===== src/rtl/reset_seq_pkg.sv =====
// Shared types and constants for the reset sequencer.
//   state_e     - sequencer phase: hold all domains, staged release, running
//   CAUSE_*     - bit positions within the sticky rst_cause vector
package reset_seq_pkg;

  typedef enum logic [1:0] {
    StHold    = 2'd0,
    StRelease = 2'd1,
    StRun     = 2'd2
  } state_e;

  localparam int unsigned CAUSE_EXT = 0;
  localparam int unsigned CAUSE_SW  = 1;
  localparam int unsigned CAUSE_WDT = 2;
  localparam int unsigned CAUSE_W   = 3;

endpackage


===== src/rtl/reset_sequencer_btn_debounce.sv =====
// Button conditioner: 2-FF synchronizer followed by a stability counter.
//   clk, rst        - system clock, synchronous active-high reset
//   btn_n_i         - asynchronous button, active low
//   ext_level_o     - debounced "button pressed" level
// The level flips once the synchronized value has disagreed with it for DEBOUNCE
// consecutive cycles; ext_level_o shows the new level in the DEBOUNCE-th
// disagreeing cycle (the registered level follows one cycle later).
module btn_debounce #(
  parameter int unsigned DEBOUNCE = 8
) (
  input  logic clk,
  input  logic rst,
  input  logic btn_n_i,
  output logic ext_level_o
);

  localparam int unsigned CntW = $clog2(DEBOUNCE + 1);

  logic            sync1_q, sync2_q;
  logic            level_q, level_d;
  logic [CntW-1:0] cnt_q, cnt_d;
  logic            diff, flip;

  assign diff = ~sync2_q != level_q;
  assign flip = diff && (cnt_q == CntW'(DEBOUNCE - 1));

  always_comb begin
    cnt_d   = cnt_q;
    level_d = level_q;
    if (!diff) begin
      cnt_d = '0;             // any agreement restarts the stability window
    end else if (flip) begin
      cnt_d   = '0;
      level_d = ~level_q;
    end else begin
      cnt_d = cnt_q + CntW'(1);
    end
  end

  always_ff @(posedge clk) begin
    if (rst) begin
      sync1_q <= 1'b1;
      sync2_q <= 1'b1;
      level_q <= 1'b0;
      cnt_q   <= '0;
    end else begin
      sync1_q <= btn_n_i;
      sync2_q <= sync1_q;
      level_q <= level_d;
      cnt_q   <= cnt_d;
    end
  end

  assign ext_level_o = level_q ^ flip;

endmodule


===== src/rtl/reset_sequencer.sv =====
// Central reset controller for the always-on domain.
//   clk, rst          - system clock, synchronous active-high reset
//   ext_rst_btn_n     - asynchronous external reset button, active low
//   sw_rst_req        - single-cycle software reset request
//   wdt_rst_req       - single-cycle watchdog reset request
//   cause_clr         - single-cycle clear of rst_cause
//   rst_out_n         - per-domain active-low reset requests, bit 0 released first
//   rst_cause         - sticky cause bits {wdt, sw, ext}
//   busy              - high while any domain is held in reset
module reset_sequencer
  import reset_seq_pkg::*;
#(
  parameter int unsigned NUM_DOMAINS = 3,
  parameter int unsigned STRETCH     = 16,
  parameter int unsigned STAGE_GAP   = 4,
  parameter int unsigned DEBOUNCE    = 8
) (
  input  logic                   clk,
  input  logic                   rst,
  input  logic                   ext_rst_btn_n,
  input  logic                   sw_rst_req,
  input  logic                   wdt_rst_req,
  input  logic                   cause_clr,
  output logic [NUM_DOMAINS-1:0] rst_out_n,
  output logic [CAUSE_W-1:0]     rst_cause,
  output logic                   busy
);

  localparam int unsigned CntMax = (STRETCH > STAGE_GAP) ? STRETCH : STAGE_GAP;
  localparam int unsigned CntW   = $clog2(CntMax + 1);
  localparam int unsigned IdxW   = $clog2(NUM_DOMAINS) + 1;

  state_e                 state_q, state_d;
  logic [CntW-1:0]        cnt_q, cnt_d;
  logic [IdxW-1:0]        idx_q, idx_d;
  logic [NUM_DOMAINS-1:0] out_q, out_d;
  logic [CAUSE_W-1:0]     cause_q, cause_d;
  logic [CAUSE_W-1:0]     cause_set;
  logic                   ext_level;
  logic                   req;

  btn_debounce #(
    .DEBOUNCE (DEBOUNCE)
  ) u_btn_debounce (
    .clk         (clk),
    .rst         (rst),
    .btn_n_i     (ext_rst_btn_n),
    .ext_level_o (ext_level)
  );

  assign req = sw_rst_req | wdt_rst_req | ext_level;

  always_comb begin
    cause_set            = '0;
    cause_set[CAUSE_EXT] = ext_level;
    cause_set[CAUSE_SW]  = sw_rst_req;
    cause_set[CAUSE_WDT] = wdt_rst_req;
    // A clear coinciding with a request keeps only the new request's bit.
    cause_d = cause_clr ? cause_set : (cause_q | cause_set);
  end

  always_comb begin
    state_d = state_q;
    cnt_d   = cnt_q;
    idx_d   = idx_q;
    unique case (state_q)
      StHold: begin
        if (req) begin
          cnt_d = '0;
        end else if (cnt_q == CntW'(STRETCH - 1)) begin
          cnt_d   = '0;
          idx_d   = '0;
          state_d = (NUM_DOMAINS == 1) ? StRun : StRelease;
        end else begin
          cnt_d = cnt_q + CntW'(1);
        end
      end
      StRelease: begin
        if (req) begin
          cnt_d   = '0;
          state_d = StHold;
        end else if (cnt_q == CntW'(STAGE_GAP - 1)) begin
          cnt_d = '0;
          // Releasing the last domain is the same cycle busy drops, so go
          // straight to RUN instead of bumping idx first.
          if (idx_q == IdxW'(NUM_DOMAINS - 2)) state_d = StRun;
          else                                 idx_d   = idx_q + IdxW'(1);
        end else begin
          cnt_d = cnt_q + CntW'(1);
        end
      end
      StRun: begin
        if (req) begin
          cnt_d   = '0;
          state_d = StHold;
        end
      end
      default: begin
        cnt_d   = '0;
        state_d = StHold;
      end
    endcase
  end

  // Outputs are registered from the next state so the domain resets are glitch-free.
  always_comb begin
    out_d = '0;
    unique case (state_d)
      StRun:     out_d = '1;
      StRelease: begin
        for (int i = 0; i < NUM_DOMAINS; i++) out_d[i] = (IdxW'(i) <= idx_d);
      end
      default:   out_d = '0;
    endcase
  end

  always_ff @(posedge clk) begin
    if (rst) begin
      state_q <= StHold;
      cnt_q   <= '0;
      idx_q   <= '0;
      out_q   <= '0;
      cause_q <= '0;
    end else begin
      state_q <= state_d;
      cnt_q   <= cnt_d;
      idx_q   <= idx_d;
      out_q   <= out_d;
      cause_q <= cause_d;
    end
  end

  assign rst_out_n = out_q;
  assign rst_cause = cause_q;
  assign busy      = ~&out_q;

endmodule


===== config.mk =====
export PLATFORM = sky130hd
export DESIGN_NAME = reset_sequencer
export DESIGN_NICKNAME = d
export VERILOG_FILES = /design/src/rtl/reset_seq_pkg.sv /design/src/rtl/reset_sequencer_btn_debounce.sv /design/src/rtl/reset_sequencer.sv
export SDC_FILE = /design/constraint.sdc
export NUM_CORES = 1
export LEC_CHECK = 0
export ABC_CLOCK_PERIOD_IN_PS = 1940
export CAP_MARGIN = 5
export CELL_PAD_IN_SITES_DETAIL_PLACEMENT = 2
export CELL_PAD_IN_SITES_GLOBAL_PLACEMENT = 2
export CORE_ASPECT_RATIO = 0.6
export CORE_MARGIN = 5
export CORE_UTILIZATION = 30
export DETAILED_ROUTE_END_ITERATION = 12
export PLACE_DENSITY_LB_ADDON = 0.1
export SLEW_MARGIN = 10
export SYNTH_ARGS = -nofsm -noshare
export SYNTH_HDL_FRONTEND = slang
export SYNTH_SLANG_ARGS = --single-unit

===== constraint.sdc =====
create_clock -name clk -period 1.94 [get_ports clk]
set_clock_uncertainty 0.15 [all_clocks]
set_input_delay 0.291 -clock clk [delete_from_list [all_inputs] [get_ports clk]]
set_output_delay 0.291 -clock clk [all_outputs]
set_load 0.02 [all_outputs]

==> results of run 1 <==
-- critical path: stages, from the launching register on --
cell	delay [ns]
dfxtp_2	0.36
ha_4	0.16
nor4b_4	0.27
nand3_2	0.16
nor2_4	0.14
o21ai_4	0.07
inv_2	0.07
ha_4	0.20
nor2_4	0.12
o21ai_1	0.09
a31oi_1	0.13
-- power by group --
group          internal, mW  leakage, nW  switching, mW
Clock                 0.147       0.0228          0.154
Combinational        0.0333        0.484         0.0316
Sequential            0.478        0.189        0.00395
-- worst max-delay path by stage --
stage	start	end	slack, ns	cells past startpoint
after floorplan	u_btn_debounce.cnt_q[0]$_SDFF_PP0_	rst_out_n[1]$_SDFF_PP0_	-0.04	9
after global placement	sw_rst_req	rst_out_n[1]$_SDFF_PP0_	-0.37	9
after detailed placement	sw_rst_req	rst_out_n[1]$_SDFF_PP0_	-0.51	9
after CTS	cnt_q[0]$_SDFFE_PP0P_	rst_out_n[2]$_SDFF_PP0_	-0.01	10
after global routing	cnt_q[1]$_SDFFE_PP0P_	rst_out_n[1]$_SDFF_PP0_	-0.17	10
final	cnt_q[1]$_SDFFE_PP0P_	rst_out_n[1]$_SDFF_PP0_	-0.05	10
-- Yosys cell counts, drive strengths merged (3+ instances only) --
library cell	count
o21ai	5
inv	8
nor2	21
nand2	7
xor2	3
a21oi	9
nand3	5
nor3	3
or2	3
ha	8
nor2b	3
mux2i	3
dfxtp	23
nand2b	7
-- cell families (layout without fill, tap and decap cells) --
kind of cell,Yosys count,after routing,share of synthesized area
AND/OR/NAND/NOR,54,54,0.2610
AO/OA/AOI/OAI,24,24,0.1294
multiplexers,4,4,0.03947
XOR/XNOR,5,5,0.03838
flip-flops,23,23,0.4035
buffers and inverters,11,53,0.04057
adder cells (fa/ha/maj),8,8,0.08772
-- cells in the final DEF, fill, tap and decap left out, types with 4 or more instances in the layout --
cell type	n
a21oi_1	7
buf_4	28
clkdlybuf4s50_1	10
dfxtp_1	18
dfxtp_2	5
ha_4	4
inv_1	7
nand2_1	7
nand2b_1	6
nor2_1	18
-- registers in the layout, summed over array words and instances (netlist names) --
| register | flops |
|---|---|
| u_btn_debounce.cnt_q | 4 |
| u_btn_debounce.level_q | 1 |
| rst_out_n | 3 |
| cnt_q | 5 |
| state_q | 2 |
| u_btn_debounce.sync2_q | 1 |
| idx_q | 3 |
| u_btn_debounce.sync1_q | 1 |
| rst_cause | 3 |
-- timing repair --
action	in CTS	in global routing
gates resized for setup	21	9
pin swaps	10	6
setup endpoints to repair	4	7
cloned	0	0
setup buffers	3	1
-- through the flow --
step	power (mW)	TNS, ns
after floorplan	0.5172	-0.03764
after global placement	0.5503	-1.503
after detailed placement	0.5534	-2.327
after CTS	0.8587	-0.02565
after global routing	0.8899	-0.4908
final	0.8478	-0.1092
-- cell type report --
type | count | area [um^2] | area share
Timing Repair Buffer | 41 | 339.1 | 0.1978
Inverter | 8 | 30.03 | 0.01752
Multi-Input combinational cell | 95 | 774.5 | 0.4518
Clock buffer | 4 | 45.04 | 0.02628
Sequential cell | 23 | 466.7 | 0.2723
Tap cell | 47 | 58.81 | 0.03431
-- routing by layer --
metal	share of wire	wire length (um)	vias to the layer above
met1	0.45	1691	517
met5	0	0	-
li1	-	-	523
met3	0.034	129	4
met2	0.50	1892	17
met4	0.011	43	0
==> summary.md, run 1 <==
| Metric | Value |
|---|---|
| Largest net degree at the start of global routing | 13 |
| Via/cell ratio | between 4 and 5 |
| Max Clk Rate | 501.7 MHz |
| Non-Filler Instances | 218 |
| Met3 GRT Util | 0.04119 |
| Status | complete, but fails checks |
| Clock Sinks | 23 |
| R2r setup slk | -0.05 ns |
| First-pass GRT wire length | 6085 um |
| Crit Reg-Reg Endpoint | rst_out_n[1]$_SDFF_PP0_ |
| Cell count of the worst reg-to-reg path | 10 |
| Die area | ~0.0052 mm^2 |
| Failing checks | setup timing |
| Vias after detailed routing | around 1100 |
| Sequential share of the synthesized area | 0.4035 |
| Post-synth net total | 143 |
| # DRC | 0 |
| Die Wd | roughly 90 um |
| Cell taking the most area after synthesis | dfxtp_1 |
| Relative slew slack | 0.7400 |
| CTS max path bufs | 2 |
| Fin nets | ~190 |
| Top cell type's share of synthesized area | 0.4035 |
| CTS Hold Bufs | 0 |
| Antenna violations before repair | 0 |
| Setup WS pre-CTS | -0.5146 ns |
| Site Rows | 17 |
| CP Launch Type | flop |
| Peak supply drop | between 0.3 and 0.4 mV |
| Part of the cycle the worst path needs | 1.027 |
| DRT iter0 DRCs | 40 |
| Post-layout minimum cycle time | around 2 ns |
| GRT met2 Usage | 0.2604 |
| Crit path capture type | flop |
| Worst hold path startpoint | u_btn_debounce.sync1_q$_SDFF_PP1_ |
| Routability Congestion | a little under 0.8 |
| IO Count | 13 |
| Die height | about 58 um |
| GRT busiest layer | met2 |
| Met1 global-route usage | 0.1993 |
| R2r startpoint | cnt_q[1]$_SDFFE_PP0P_ |
| Post-DP HPWL | around 2700 um |
| Kind of critical path | flop to flop |
| Clk root buf | clkbuf_8 |
| Filler instances | between 300 and 400 |
| Top post-synthesis cells by area | dfxtp_1 (40%), ha_1 (8.8%), nor2_1 (6.9%), a21oi_1 (3.9%), nand2b_1 (3.3%) |
| I/O Buffers | 12 |
| Yosys reg bits | 23 |
| CORE AREA | 0.003659 mm^2 |
| Worst Path Max Fanout | 4 |
| Layout cells sized above 1 | 0.3860 |
| CTS buffer count | 3 |
| Pins over their slew limit | 0 |
| Main synth FF type | dfxtp_1 |
| Final instance area | ~0.0017 mm^2 |
| Area post-placement | 0.001516 mm^2 |
| Post-synth EDFFs | 0 |
| Area added between synthesis and finish | 50.22% |
| RSZ-0062 raised after global routing | yes |
| Inserted Diodes | 0 |
| Final count of negative-setup-slack endpoints | 3 |
| Final worst slack | -0.05327 ns |
| Hold Crit Class | flop to flop |
| CTS tree | yes |
| Yosys warns | 0 |
| Post-synth ARST share | 0 |
| Final ANT Viol Nets | 0 |
| Finished Core Util | 0.4685 |
| Hold endpoint | u_btn_debounce.sync2_q$_SDFF_PP1_ |
| Hold depth | 1 |
| Clock-pin slew on the worst setup and hold paths | approximately 0.080 ns |
| Arrival time worst endpoint | approximately 2.0 ns |
| Netlist cell types | 34 |
| DR pass1 iterations | 4 |
| Cells after Synth | ~130 |
| Drt wl/cell | roughly 17 um |
| Gr ovfl total | 0 |
| Final Hold Fails | 0 |
| All-Layer GR Usage | 0.1568 |
| Htree depth | 1 |
| Avg Inst Size Synth | 8.846 um^2 |
| Initial Util | 0.3119 |
| Worst Tran Pin Value | approximately 0.39 ns |
| Mapped Area | 0.001141 mm^2 |
| Lkg Pwr | a little under 0.7 nW |
| Final hold slack | around 0.28 ns |
| Max_cap viols | 0 |
| Worst path required time | between 1.5 and 2 ns |
| Dpl cells | 210 |
| Skew-Pair Late Insertion Delay | about 0.27 ns |
| Pwr dens | about 490 mW/mm^2 |
| Number of global-route vias before repair | around 1200 |
| Final WL | about 3800 um |
Note: power is estimated with default switching activity, not from simulation.
==> inputs of run 2 (changes only) <==
CAP_MARGIN = unset   (was 5)
==> results of run 2 <==
Same layout as run 1: the final DEF is identical, and so are final timing and power.
==> inputs of run 3 (changes only) <==
CORE_UTILIZATION = 33   (was 30)
DONT_BUFFER_PORTS = 1   (was unset)
==> run 3 against run 2 <==
The flow still finishes with violations (setup timing). Flip-flop and latch count is the same. Critical path type unchanged. Final cell count fell by 4.1%. Non-clock buffer count fell by 7. Core utilization rose by 3.7 points. Cell area down 3.2%. Worst hold slack lost 0.26 ns. Largest cell class unchanged.
==> summary.md, run 3 (synthesis gave the netlist of run 1 again) <==
| Metric | Value |
|---|---|
| Drt wl/cell | 22.12 um (+28%) |
| Final ANT Viol Nets | 0 (unchanged) |
| Worst Tran Pin Value | 0.5142 ns (+0.1255 ns) |
| Clk root buf | clkbuf_8 |
| Antenna violations before repair | 0 (unchanged) |
| Final hold slack | 0.02228 ns (-0.2589 ns) |
| Commonest non-fill, non-tap cell in the layout | buf_4 |
| Final worst slack | -0.1971 ns (-0.1439 ns) |
| Commonest cells after routing, fill and taps aside | buf_4 (29), dfxtp_1 (19), nor2_1 (18) |
| All-Layer GR Usage | 0.1603 (+0.003531) |
| Arrival time worst endpoint | 2.14 ns (+0.10 ns) |
| Worst hold path startpoint | wdt_rst_req |
| CP delay by family, top | simple AND/OR/NAND/NOR gates |
| Inserted Diodes | 0 (unchanged) |
| Vias after detailed routing | 1096 (+3.3%) |
| Lkg Pwr | 0.6661 nW (-4.2%) |
| Layout cells sized above 1 | 0.4146 (+0.02867) |
| Pwr dens | 517.5 mW/mm^2 (+4.6%) |
| Area post-placement | 0.001364 mm^2 (-10%) |
| Kind of critical path | flop to flop |
| IO Count | 13 (unchanged) |
| Setup WS pre-CTS | -0.2092 ns (+0.3054 ns) |
| Pins over their slew limit | 0 (unchanged) |
| RSZ-0062 raised after global routing | yes |
| Largest net degree at the start of global routing | 15 (+2) |
| Clock Sinks | 23 (unchanged) |
| CTS tree | yes |
| Worst Path Max Fanout | 5 (+1) |
| I/O Buffers | 0 (-12) |
| Cell count of the worst reg-to-reg path | 8 (-2) |
| CP Launch Type | flop |
| Site Rows | 16 (-1) |
| Failing checks | setup timing |
| CTS max path bufs | 2 (unchanged) |
| Final Hold Fails | 0 (unchanged) |
| Finished Core Util | 0.5053 (+0.03680) |
| Initial Util | 0.3476 (+0.03566) |
| # DRC | 0 (unchanged) |
| Post-layout minimum cycle time | 2.137 ns (+0.1439 ns) |
| Fin nets | 179 (-3.8%) |
| Part of the cycle the worst path needs | 1.102 (+0.07415) |
| Crit path capture type | flop |
| CP Cell Sequence | ha_4 > nor4b_4 > buf_4 > nand2b_4 > o211ai_1 > o41a_1 > and3_4 > a31oi_2 |
| CTS buffer count | 3 (unchanged) |
| Via/cell ratio | 5.244 (+7.7%) |
| CP peak stage delay | 0.37 ns (about the same) |
| Routability Congestion | 0.7282 (-7.1%) |
| DR pass1 iterations | 4 (unchanged) |
| Status | complete, but fails checks |
| Hold Crit Class | primary input to flop |
| Area added between synthesis and finish | 45.39% |
| Final count of negative-setup-slack endpoints | 3 (unchanged) |
| Slowest stage cell on the critical path | dfxtp_2 |
| R2r startpoint | cnt_q[0]$_SDFFE_PP0P_ |
| Buf+Inv Stages, Crit Path | 1 (unchanged) |
| Post-DP HPWL | 2378 um (-13%) |
| Largest register FFs | 5 (unchanged) |
| Htree depth | 1 (unchanged) |
| Final instance area | 0.001659 mm^2 (-3.2%) |
| Largest regs | cnt_q x5, u_btn_debounce.cnt_q x4 |
| Peak supply drop | 0.4410 mV (+37%) |
| First-pass GRT wire length | 5920 um (-2.7%) |
| CORE AREA | 0.003283 mm^2 (-10%) |
| Skew-Pair Late Insertion Delay | 0.27 ns (about the same) |
| Hold endpoint | rst_cause[2]$_SDFF_PP0_ |
| Die height | 55.55 um (-3.8%) |
| Max Clk Rate | 467.9 MHz (-6.7%) |
| Crit Reg-Reg Endpoint | rst_out_n[1]$_SDFF_PP0_ |
| Die Wd | 85.92 um (-4.1%) |
| Clock-pin slew on the worst setup and hold paths | 0.09 ns (about the same) |
| Die area | 0.004773 mm^2 (-7.8%) |
| DRT iter0 DRCs | 40 (unchanged) |
| Hold depth | 2 (+1) |
| Gr ovfl total | 0 (unchanged) |
| Max_cap viols | 0 (unchanged) |
| Relative slew slack | 0.6567 (-0.08331) |
| R2r setup slk | -0.20 ns (-0.14 ns) |
| Worst path required time | 1.95 ns (-0.04 ns) |
| Number of global-route vias before repair | 1146 (-5.6%) |
| Most flops, register | cnt_q |
| Final WL | 4624 um (+23%) |
-- run 3: cell types whose count changed in the layout (fill, tap and decap cells not counted), moves of 2 or more --
| cell | before | now |
|---|---|---|
| a21oi_1 | 7 | 9 |
| a21oi_2 | 2 | 0 |
| a31oi_1 | 2 | 0 |
| a31oi_2 | 0 | 2 |
| clkdlybuf4s50_1 | 10 | 0 |
| dlygate4sd2_1 | 2 | 0 |
| dlygate4sd3_1 | 0 | 3 |
| o21ai_2 | 0 | 2 |
-- run 3: routing by layer --
metal  up-vias  GRT usage  wire [um]  part of all wire
met1       539     0.1941       1992              0.43
met4         0    0.03160        120             0.026
met5         -          0          0                 0
met3        12    0.05498        266             0.058
met2        34     0.2744       2244              0.49
li1        511          -          -                 -
-- run 3: worst max-delay path by stage --
stage / depth (start not counted) / startpoint / endpoint / slack [ns]
after global routing: 8 / cnt_q[0]$_SDFFE_PP0P_ / rst_out_n[1]$_SDFF_PP0_ / -0.29
after global placement: 10 / cnt_q[1]$_SDFFE_PP0P_ / rst_out_n[1]$_SDFF_PP0_ / -0.07
after floorplan: 9 / u_btn_debounce.cnt_q[0]$_SDFF_PP0_ / rst_out_n[1]$_SDFF_PP0_ / -0.04
final: 8 / cnt_q[0]$_SDFFE_PP0P_ / rst_out_n[1]$_SDFF_PP0_ / -0.20
after CTS: 10 / cnt_q[0]$_SDFFE_PP0P_ / rst_out_n[1]$_SDFF_PP0_ / -0.07
after detailed placement: 9 / u_btn_debounce.cnt_q[0]$_SDFF_PP0_ / rst_out_n[1]$_SDFF_PP0_ / -0.21
-- run 3: layout make-up --
type	count	area, um^2
Fill cell	352	1624
Multi-Input combinational cell	95	788.3
Sequential cell	23	465.4
Timing Repair Buffer	34	270.3
Tap cell	45	56.30
Clock buffer	3	41.29
Inverter	8	30.03
Clock inverter	1	7.507
-- run 3: where the power goes --
part	total, mW	internal, mW	leakage (nW)	switching, mW
combinational	0.0550	0.0274	0.456	0.0276
sequential	0.486	0.478	0.188	0.00768
clock	0.317	0.146	0.0217	0.172
total	0.859	0.651	0.666	0.207
-- run 3: repair_timing --
| action | CTS | global route |
|---|---|---|
| pin swaps | 11 | 6 |
| hold buffers | 3 | 0 |
| buffers inserted | 3 | 7 |
| hold endpoints to repair | 11 | 0 |
| gates resized for setup | 19 | 10 |
| setup endpoints to repair | 3 | 6 |
-- run 3: stage by stage --
step                TNS [ns]  power, mW  cells
detailed placement   -0.3664     0.5278    192
global placement     -0.1149     0.5254    192
finish               -0.4563     0.8585    209
global route          -1.043     0.8974    209
CTS                 -0.07347     0.8598    202
floorplan           -0.03764     0.5172    129
-- run 3: worst register-to-register path, cell delays in order (launching register included) --
cell and delay [ns]:
dfxtp_2 0.37, ha_4 0.15, nor4b_4 0.29, buf_4 0.23, nand2b_4 0.08, o211ai_1 0.23
o41a_1 0.23, and3_4 0.21, a31oi_2 0.08
==> RTL change 1: new RTL, config.mk and constraints of run 2 <==
The parameter `NUM_DOMAINS` goes from 3 to 6.
--- a/src/rtl/reset_sequencer.sv
+++ b/src/rtl/reset_sequencer.sv
@@ -12,3 +12,3 @@
 #(
-  parameter int unsigned NUM_DOMAINS = 3,
+  parameter int unsigned NUM_DOMAINS = 6,
   parameter int unsigned STRETCH     = 16,
Ports: changed (resized rst_out_n); port bits go from 13 to 16. No check against the original RTL was run, so the function may have changed too.
==> RTL change 1 against run 2 <==
The run still ends with setup timing left. Count of clock-buffer cells in the layout shrank 1. Worst setup slack got worse by 470 ps. Total power is 15% higher. Sequential cell count grew 4. Cell count increased by 23%. Wire length up 35%. Highest routed layer unchanged. Sequential power increased by 17%. Area after synthesis grew 13%. Worst hold slack improved by 9.2 ps. Largest power group unchanged. Die area increased by 11%. Cell area is 25% higher. Critical endpoint is now rst_out_n[3].
==> RTL change 1: results (changes against run 2) <==
metric;value;unit;change
GP Congestion;0.841;;+7.3%
Largest register FFs;6;;+1
Setup CP Type;reg2reg;;
Crit. Startpoint;cnt_q[1];;
clk buf depth;2;;unchanged
Clk. pwr;0.000331;W;+10%
total global-route track usage;0.183;;+0.0261
crit-path max FO;3;;-1
Non-Filler Instances;268;;+23%
setup tns final;-4320;ps;-4210 ps
pin count of the biggest net entering global routing;16;;+3
final wirelength;5.09;mm;+35%
most instantiated cells after synthesis;dfxtp_1 (27), nor2_1 (22), a21oi_1 (10), inv_1 (10);;
count leader, synth;dfxtp_1;;
LEAKAGE;0.848;nW;+22%
first-pass GRT wire length;7.84;mm;+29%
worst r2r dst;rst_out_n[3];;
post-synthesis compound-gate area fraction;0.147;;+0.0178
xor/xnor share of the synthesized area;0.0205;;-0.0179
worst slew pin tran;336;ps;-52.4 ps
placed cell area;1870;um^2;+23%
via count;1314;;+24%
cells after synthesis;145;;+12%
Hold WS;290;ps;+9.16 ps
hpwl dp;3.49;mm;+28%
top post-synthesis cells by area;dfxtp_1 (42%), ha_1 (7.8%), nor2_1 (6.4%);;
Seq/Total Area, Yosys;0.421;;+0.0175
vias in the first global route;1504;;+24%
violated checks;setup timing;;
setup ws final;-519;ps;-466 ps
slowest CP cell;dfxtp_2;;
pre-CTS setup slack;-634;ps;-120 ps
clock root buffer;clkbuf_8;;
Peak VDD IR;0.284;mV;-12%
nets;223;;+20%
post-synthesis adder-cell area fraction;0.0780;;-0.00975
port buffer count;15;;+3
total power;0.000979;W;+15%
final setup vio count;15;;+12
synth unique cells;39;;+15%
Crit path arrival time;2510;ps;+470 ps
synthesized netlist net count;159;;+11%
combinational power share;0.085;;+0.008
NetSw;0.000232;W;+22%
layout cells sized above 1;0.466;;+0.0804
status;finished with violations;;
R2R cell count;11;;+1
Post-synth EDFFs;0;;unchanged
post-synthesis mux area share;0.0273;;-0.0122
DR iter-0 viols;22;;-45%
initial antenna violation count;0;;unchanged
Worst-path clk slew;100;ps;+20 ps
DP Cell Count;258;;+23%
RTL change 1: changes by cell type after synthesis, moves of 3 or more:
cell / change
clkbuf_1: +3
and2_1: +3
o21ai_0: +5
nand2b_1: -3
o31ai_1: +3
nand2_1: -3
nand3b_1: +3
dfxtp_1: +4
RTL change 1: timing repair:
| item | in CTS | in global routing |
|---|---|---|
| pin swaps | 7 | 10 |
| endpoints found under the setup margin | 15 | 15 |
| gates resized for setup | 21 | 26 |
| buffers inserted | 3 | 3 |
RTL change 1: routing by layer:
metal / share of wire / track usage / vias to the layer above
li1: - / - / 632
met1: 0.44 / 0.222 / 645
met2: 0.49 / 0.347 / 24
met3: 0.036 / 0.0273 / 13
met4: 0.026 / 0.0452 / 0
met5: 0 / 0 / -
RTL change 1: layout make-up:
cell class                 instances  area [um^2]
clock buffer                       3         41.3
inverter                          10         37.5
multi-input combinational        104          910
sequential                        27          546
fill                             413         1980
timing repair buffer              63          528
clock inverter                     1         5.00
tap                               60         75.1
==> RTL change 2: new RTL, flow settings as in run 2 <==
Made on the original files. Encoding of `state_e`: now one-hot (3 bits for 3 states).
--- a/src/rtl/reset_seq_pkg.sv
+++ b/src/rtl/reset_seq_pkg.sv
@@ -5,6 +5,6 @@
 
-  typedef enum logic [1:0] {
-    StHold    = 2'd0,
-    StRelease = 2'd1,
-    StRun     = 2'd2
+  typedef enum logic [2:0] {
+    StHold    = 3'b001,
+    StRelease = 3'b010,
+    StRun     = 3'b100
   } state_e;
Check against the original RTL: no difference found for any inputs over 10 cycles, from zero or initial values and one cycle with rst high; not proved beyond that.
==> RTL change 2 against run 2 <==
Worst setup slack worse by 160 ps. Wire length up 43%. Total power up 25%. The flow still finishes with violations (setup timing). Critical endpoint is now cnt_q[3]. Critical path type unchanged. Global-route usage increased by 3.1 points. Cell area rose by 13%. Clock power grew 54%. Sequential power is 4.6% higher. Area after synthesis increased by 5.9%. Cell count is 6.9% higher. Combinational power up 47%. Non-clock buffer count rose by 11. Sequential cell count increased by 1. Largest cell class unchanged.
==> RTL change 2: results (changes against run 2) <==
metric;value;unit;change
status;finished with violations;;
violated checks;setup timing;;
DP Cell Count;217;;+3.3%
Worst Setup EP;cnt_q[3];;
vias in the first global route;1396;;+15%
Worst-path clk slew;100;ps;+20 ps
DR iter-0 viols;27;;-33%
post-synthesis mux area share;0.0207;;-0.0188
Filler Cells Inserted;394;;-1.3%
GP Congestion;0.862;;+10%
comb pwr;0.0000954;W;+47%
synthesis-to-finish area growth;60.6;%;
setup ws final;-215;ps;-162 ps
setup tns final;-716;ps;-607 ps
Clk. pwr;0.000463;W;+54%
pre-CTS setup slack;-376;ps;+139 ps
fraction of area in multi-input gates;0.442;;-0.0102
worst reg2reg setup slack;-220;ps;-160 ps
Plain + repair buffers;52;;+27%
layout cells sized above 1;0.430;;+0.0441
hpwl dp;3.21;mm;+17%
first-pass GRT wire length;7.68;mm;+26%
WL met3;200;um;+55%
total global-route track usage;0.188;;+0.0314
Synth Area per Inst;9.09;um^2;+2.7%
clk tree area frac;0.0368;;+0.0105
final setup vio count;8;;+5
post-synthesis adder-cell area fraction;0.0621;;-0.0256
Crit. Startpoint;u_btn_debounce.cnt_q[1];;
count of multi-input gates;98;;+3.2%
Peak VDD IR;0.254;mV;-21%
via-per-instance ratio;5.49;;+13%
most instantiated cells after synthesis;dfxtp_1 (24), nor2_1 (14), a21oi_1 (11);;
pwr dens;547;nW/um^2;+11%
M3 GR Usage;0.0419;;+0.000685
==> RTL change 2: worst min-delay path by stage <==
stage                                       from                endpoint  slack [ps]
final                     u_btn_debounce.sync1_q  u_btn_debounce.sync2_q         310
after global placement    u_btn_debounce.sync1_q  u_btn_debounce.sync2_q         250
after floorplan           u_btn_debounce.sync1_q  u_btn_debounce.sync2_q         240
after CTS                 u_btn_debounce.sync1_q  u_btn_debounce.sync2_q         300
after detailed placement  u_btn_debounce.sync1_q  u_btn_debounce.sync2_q         280
after global routing      u_btn_debounce.sync1_q  u_btn_debounce.sync2_q         350
==> RTL change 2: timing repair <==
| item | in CTS | in global routing |
|---|---|---|
| hold endpoints to repair | 0 | 0 |
| resized for setup | 28 | 13 |
| setup endpoints to repair | 11 | 8 |
| pin swaps | 15 | 5 |
| buffers inserted | 8 | 4 |
| hold buffers | 0 | 0 |
